## src/rtl/gaussian_frame_ctrl_if.sv

```systemverilog
// Pixel stream bundle around the Gaussian frame sequencer: filtered, bypass and post-select streams.
// Valid-only (clken) signalling; no backpressure path exists on the raw pipe.
interface gaussian_frame_ctrl_if #(
  parameter int BITS = 8
);
  logic [BITS-1:0] flt_data;
  logic            flt_clken;
  logic [BITS-1:0] byp_data;
  logic [BITS-1:0] post_raw_data;
  logic            post_raw_clken;

  modport master (
    output flt_data, flt_clken, byp_data,
    input  post_raw_data, post_raw_clken
  );

  modport slave (
    input  flt_data, flt_clken, byp_data,
    output post_raw_data, post_raw_clken
  );
endinterface

```

## src/rtl/gaussian_frame_ctrl.sv

```systemverilog
// Frame sequencer for the 5x5 Gaussian stage: raster tracking, border/enable select, frame_done.
// Latency 1 cycle; no backpressure (clken stream). Optional line check: GAUSS_FRAME_CTRL_LINE_CHECK_EN.
module gaussian_frame_ctrl #(
  parameter int WIDTH  = 1936,
  parameter int HEIGHT = 1096,
  parameter int BITS   = 8
) (
  input  logic                 pclk,
  input  logic                 rst_n,
  input  logic                 per_frame_vsync,
  input  logic                 cfg_filter_en,
  gaussian_frame_ctrl_if.slave pix,
  output logic                 frame_done,
  output logic                 busy,
  output logic                 line_err
);

  typedef enum logic [1:0] {IDLE, WAIT_LINE, ACTIVE, GAP} state_t;

  localparam logic [11:0] X_HI  = 12'(WIDTH - 2);
  localparam logic [10:0] Y_HI  = 11'(HEIGHT - 2);
  localparam logic [10:0] Y_END = 11'(HEIGHT);
  localparam logic [11:0] X_MAX = 12'hFFF;
  localparam logic [10:0] Y_MAX = 11'h7FF;

  state_t      state;
  state_t      state_nxt;
  logic        vsync_q;
  logic        vsync_rise;
  logic        en_q;
  logic [11:0] x;
  logic [10:0] y;
  logic [10:0] y_inc;
  logic        line_end;
  logic        last_line;
  logic        border;
  logic        use_flt;

  assign vsync_rise = per_frame_vsync & ~vsync_q;
  assign line_end   = (state == ACTIVE) & ~pix.flt_clken;
  assign y_inc      = (y == Y_MAX) ? y : y + 11'd1;
  assign last_line  = (y_inc == Y_END);
  assign border     = (x < 12'd2) | (x >= X_HI) | (y < 11'd2) | (y >= Y_HI);
  // x/y always describe the pixel currently on flt_data; IDLE pixels are never filtered.
  assign use_flt    = en_q & ~border & (state != IDLE);

  always_ff @(posedge pclk or negedge rst_n) begin
    if (!rst_n) begin
      state <= IDLE;
    end else begin
      state <= state_nxt;
    end
  end

  always_comb begin
    state_nxt = state;
    if (vsync_rise) begin
      state_nxt = WAIT_LINE;
    end else begin
      case (state)
        IDLE:      state_nxt = IDLE;
        WAIT_LINE: if (pix.flt_clken) state_nxt = ACTIVE;
        ACTIVE:    if (!pix.flt_clken) state_nxt = last_line ? IDLE : GAP;
        GAP:       if (pix.flt_clken) state_nxt = ACTIVE;
        default:   state_nxt = IDLE;
      endcase
    end
  end

  always_comb begin
    busy = (state != IDLE);
  end

  always_ff @(posedge pclk or negedge rst_n) begin
    if (!rst_n) begin
      vsync_q            <= 1'b0;
      en_q               <= 1'b0;
      x                  <= '0;
      y                  <= '0;
      frame_done         <= 1'b0;
      pix.post_raw_data  <= '0;
      pix.post_raw_clken <= 1'b0;
    end else begin
      vsync_q            <= per_frame_vsync;
      pix.post_raw_clken <= pix.flt_clken;
      frame_done         <= ~vsync_rise & line_end & last_line;
      if (pix.flt_clken) begin
        pix.post_raw_data <= use_flt ? pix.flt_data : pix.byp_data;
      end
      if (vsync_rise) begin
        en_q <= cfg_filter_en;
        x    <= '0;
        y    <= '0;
      end else if (line_end) begin
        x <= '0;
        y <= y_inc;
      end else if (pix.flt_clken && state != IDLE) begin
        x <= (x == X_MAX) ? x : x + 12'd1;
      end
    end
  end

`ifdef GAUSS_FRAME_CTRL_LINE_CHECK_EN
  localparam logic [11:0] X_END = 12'(WIDTH);

  // At line end x equals the number of pixels seen; x==WIDTH mid-line is an overlong line.
  always_ff @(posedge pclk or negedge rst_n) begin
    if (!rst_n) begin
      line_err <= 1'b0;
    end else if (vsync_rise) begin
      line_err <= 1'b0;
    end else if ((line_end && x != X_END) ||
                 (state == ACTIVE && pix.flt_clken && x == X_END)) begin
      line_err <= 1'b1;
    end
  end
`else
  assign line_err = 1'b0;
`endif

endmodule

```

## src/flat_wrapper.sv

```systemverilog
// flat-port wrapper written by rule: the top's interface ports become plain ports
module gaussian_frame_ctrl_flat 
#(
  parameter int WIDTH  = 1936,
  parameter int HEIGHT = 1096,
  parameter int BITS   = 8
)
  (pclk, rst_n, per_frame_vsync, cfg_filter_en, frame_done, busy, line_err, pix_flt_data, pix_flt_clken, pix_byp_data, pix_post_raw_data, pix_post_raw_clken);
  gaussian_frame_ctrl_if #(.BITS(BITS)) pix_i ();
  input  logic pclk;
  input  logic rst_n;
  input  logic per_frame_vsync;
  input  logic cfg_filter_en;
  output logic frame_done;
  output logic busy;
  output logic line_err;
  input wire logic [$bits(pix_i.flt_data)-1:0] pix_flt_data;
  input wire logic [$bits(pix_i.flt_clken)-1:0] pix_flt_clken;
  input wire logic [$bits(pix_i.byp_data)-1:0] pix_byp_data;
  output wire logic [$bits(pix_i.post_raw_data)-1:0] pix_post_raw_data;
  output wire logic [$bits(pix_i.post_raw_clken)-1:0] pix_post_raw_clken;
  assign pix_i.flt_data = pix_flt_data;
  assign pix_i.flt_clken = pix_flt_clken;
  assign pix_i.byp_data = pix_byp_data;
  assign pix_post_raw_data = pix_i.post_raw_data;
  assign pix_post_raw_clken = pix_i.post_raw_clken;
  gaussian_frame_ctrl #(.WIDTH(WIDTH), .HEIGHT(HEIGHT), .BITS(BITS)) u_core (.pclk(pclk), .rst_n(rst_n), .per_frame_vsync(per_frame_vsync), .cfg_filter_en(cfg_filter_en), .pix(pix_i), .frame_done(frame_done), .busy(busy), .line_err(line_err));
endmodule
```

## config.mk

```make
export PLATFORM = sky130hd
export DESIGN_NAME = gaussian_frame_ctrl_flat
export DESIGN_NICKNAME = d
export VERILOG_FILES = /design/src/rtl/gaussian_frame_ctrl_if.sv /design/src/rtl/gaussian_frame_ctrl.sv /design/src/flat_wrapper.sv
export SDC_FILE = /design/constraint.sdc
export NUM_CORES = 1
export LEC_CHECK = 0
export BUFFER_PORTS_ARGS = -buffer_cell sky130_fd_sc_hd__buf_2
export CAP_MARGIN = 15
export CORE_UTILIZATION = 45
export DETAILED_ROUTE_END_ITERATION = 10
export GPL_ROUTABILITY_DRIVEN = 0
export PLACE_DENSITY_LB_ADDON = 0.1
export SETUP_SLACK_MARGIN = 0.5
export SLEW_MARGIN = 20
export SYNTH_ARGS = -nofsm -noshare
export SYNTH_HDL_FRONTEND = slang
export SYNTH_SLANG_ARGS = --single-unit
```

## constraint.sdc

```tcl
create_clock -name pclk -period 2.3 [get_ports pclk]
set_input_delay 0.345 -clock pclk [delete_from_list [all_inputs] [get_ports pclk]]
set_output_delay 0.345 -clock pclk [all_outputs]
set_load 0.01 [all_outputs]
```

==> impl_metrics.yaml <==
run_status:
  status: "complete, no violations"
layout:
  drive_above_1_share: 0.4245
  final_common_cell: "buf_4"
  fin_nets: 343
  area_delta_synth_final_pct: 37.36
  fin_cells: 370
  antenna_cells: 0
  mostFrequentLayoutCells: "44 x buf_4, 31 x buf_2, 24 x dfrtp_1, 23 x nor2_1, 14 x nand2_1"
  utilization: 0.6628
grt:
  grt_max_degree: 28
  use_met3: 0.04501
  grt_pass1_vias: 2026
  grt_pass1_wl_um: 9501
  met1_usage: 0.3161
  use_met2: 0.3894
  grt.busiest_layer: "met2"
  grt_use_total: 0.2390
  grt_antenna_before_repair: 0
  overflow: 0
critical_path:
  r2r_start: "u_core.y[1]"
  cp_max_fo: 7
  crit_slowest_cell: "or4_4"
  rrSetupSlack_ns: 0.32
  max_stage_delay_ns: 0.53
  critical_path_class: "reg -> reg"
  cp-start-kind: "register"
  crit_arrival_ns: 2.19
  crit_chain: "ha_4, and3_4, buf_4, a21oi_2, o22ai_2, or4_4, nor3_2"
  worst_setup_path_end_kind: "register"
  cp.required_ns: 2.51
  startpoint: "u_core.y[1]"
cts:
  cts.reportedPaths.clkPinSlew_ns: 0.07
  cts-root-buf: "clkbuf_8"
  clk_latency_ns: 0.29
  clock_path_buffers: 2
  cts_buffers: 5
  cts_tree: "done"
  ctsHoldBuffers: 0
  cts.sinks: 37
  cts_max_level: 2
synth:
  ys_types: 48
  synthSimpleGateAreaFrac: 0.2689
  syn-num-nets: 273
  muxShareOfSynthArea: 0
  ys_ff_latch: 37
  synth-edff-count: 0
  synth_area_um2: 2173
  synth_compound_area_frac: 0.2015
  synth-async-reset-ratio: 1.000
  yosysWarnings: 0
  synth_top_family_by_area: "simple AND/OR/NAND/NOR gates"
  syn_inst: 248
  ys.flop_type: "dfrtp_1"
  syn_avg_cell_area_um2: 8.763
  yosys.area_share.adder: 0.02303
  synthXorXnorAreaFrac: 0.02418
  ys_seq_area_frac: 0.4260
power_and_ir_drop:
  p_sw_frac: 0.3207
  internal-power_mw: 1.201
  vdd_drop_max_v: 0.0003489
  p_per_area_nw_per_um2: 592.1
  p_leak_nw: 1.210
  p_switching_mw: 0.5669
  p_clk_frac: 0.260
  p_seq_frac: 0.465
  pwr-share-comb: 0.275
detailed_routing:
  dr.pass1.iters: 4
  via_per_inst: 5.889
  drc: 0
  drt_iter0_drc: 120
  via_count: 2179
  routedWlPerCell_um: 16.53
  drtAntennaViolNets: 0
  wl_um: 6115
min_path:
  hold_path.class: "in -> async"
place:
  dp.cells: 323
  io_buffers: 31
  dp_slack_ns: 0.1751
  dp_hpwl_um: 3565
floorplan:
  num_rows: 24
  io_pins: 33
  die_x_um: 71.50
  die_h_um: 71.50
  start_util: 0.4825
  fp.coreArea_um2: 4504
  dieArea_um2: 5112
sta:
  final_hold_viol_count: 0
  rsz0062_at_grt: "yes"
  fin_crit_sh: 0.8592
  finClkSkew_ns: 0.003873
  drv_slew: 0
  fin_tns_setup_ns: 0
  tightestPinTransition_ns: 0.5954
  period_minus_slack_ns: 1.976
  maxSlewHeadroom: 0.6030
  setup_viol: 0
  max_freq_mhz: 506.0
  setup_slack_ns: 0.3238
run:
  drv_cap: 0
kinds of logic (layout without fill, tap and decap cells):
family                   after synthesis  in the layout
AO/OA/AOI/OAI                         66             68
adder cells (fa/ha/maj)                4              4
AND/OR/NAND/NOR                      111            111
buffers and inverters                 23             91
XOR/XNOR                               6              6
other                                  1              1
flip-flops                            37             37
sequential cells by signal (all words and copies together), names as in the netlist:
| register | cells |
|---|---|
| u_core.en_q | 1 |
| u_core.frame_done | 1 |
| u_core.pix.post_raw_clken | 1 |
| u_core.pix.post_raw_data | 8 |
| u_core.state | 2 |
| u_core.vsync_q | 1 |
| u_core.x | 12 |
| u_core.y | 11 |
critical path: cells and delay by family, from the launching register on:
kind,cells,cell delay [ns]
AOI/OAI and AO/OA,2,0.25
adders and majority gates,1,0.20
buffers and inverters,1,0.17
DFF,1,0.47
and+or+nand+nor,3,0.81
power groups by stage:
| stage | registers, mW | clock network, mW | logic, mW |
|---|---|---|---|
| after floorplan | 0.819 | 0 | 0.213 |
| after CTS | 0.808 | 0.474 | 0.427 |
| final | 0.822 | 0.459 | 0.487 |
| after global routing | 0.834 | 0.504 | 0.544 |
| after detailed placement | 0.825 | 0 | 0.336 |
| after global placement | 0.823 | 0 | 0.330 |
final timing paths:
path,depth (start not counted),end
max,7,u_core.frame_done
min,1,u_core.y[0]
max reg2reg,7,u_core.frame_done
min reg2reg,2,u_core.en_q
max in group asynchronous,2,u_core.y[7]
min in group pclk,1,u_core.vsync_q
stage by stage:
stage | hold slack (ns) | total power, mW | area, um2
after floorplan | 0.04941 | 1.032 | 2200
after global placement | 0.3900 | 1.152 | 2381
after detailed placement | 0.3973 | 1.161 | 2381
after CTS | 0.07827 | 1.710 | 2649
after global routing | 0.1071 | 1.883 | 2985
final | 0.05728 | 1.768 | 2985
repair_timing:
action | CTS | global route
pin swaps | 18 | 20
gates cloned | 2 | 0
hold endpoints to repair | 0 | 0
setup buffers | 13 | 25
setup endpoints to repair | 26 | 28
resized for setup | 22 | 43
cells in the mapped netlist, types with 2 or more instances:
| master | instances | area (um2) |
|---|---|---|
| a311oi_1 | 2 | 17.52 |
| nor4_1 | 6 | 37.54 |
| ha_1 | 4 | 50.05 |
| nand4_1 | 9 | 56.30 |
| nand3_1 | 18 | 90.09 |
| nand2_1 | 17 | 63.81 |
| a31oi_1 | 10 | 62.56 |
| a22o_1 | 2 | 17.52 |
| or3_1 | 5 | 31.28 |
| and2_1 | 2 | 12.51 |
| nor3_1 | 9 | 45.04 |
| nor2b_1 | 2 | 12.51 |
| o21ai_0 | 19 | 95.09 |
| or4_1 | 6 | 45.04 |
| o211ai_1 | 2 | 15.01 |
| buf_2 | 5 | 25.02 |
| xnor2_1 | 3 | 26.28 |
| nand2b_1 | 3 | 18.77 |
| o31ai_1 | 6 | 45.04 |
| xor2_1 | 3 | 26.28 |
| clkbuf_1 | 6 | 22.52 |
| nor2_1 | 24 | 90.09 |
| a21oi_1 | 12 | 60.06 |
| buf_6 | 3 | 33.78 |
| nor3b_1 | 2 | 15.01 |
| a211oi_1 | 2 | 15.01 |
| and4_1 | 3 | 26.28 |
| dfrtp_1 | 37 | 925.9 |
| inv_1 | 7 | 26.28 |
cell type report:
cell class | instances | area (um2)
clock buffers | 7 | 86.33
flip-flops and latches | 37 | 942.2
repair buffers | 77 | 508.0
fillers | 354 | 1519
inverters | 7 | 26.28
multi-input cells | 190 | 1358
well taps | 52 | 65.06
per-layer routing:
| layer | vias to the layer above | routed length [um] | share of wire |
|---|---|---|---|
| li1 | 1061 | - | - |
| met1 | 1043 | 2713 | 0.44 |
| met2 | 62 | 3005 | 0.49 |
| met3 | 13 | 263 | 0.043 |
| met4 | 0 | 132 | 0.022 |
| met5 | - | 0 | 0 |
Power figures use the tool's default switching activity.
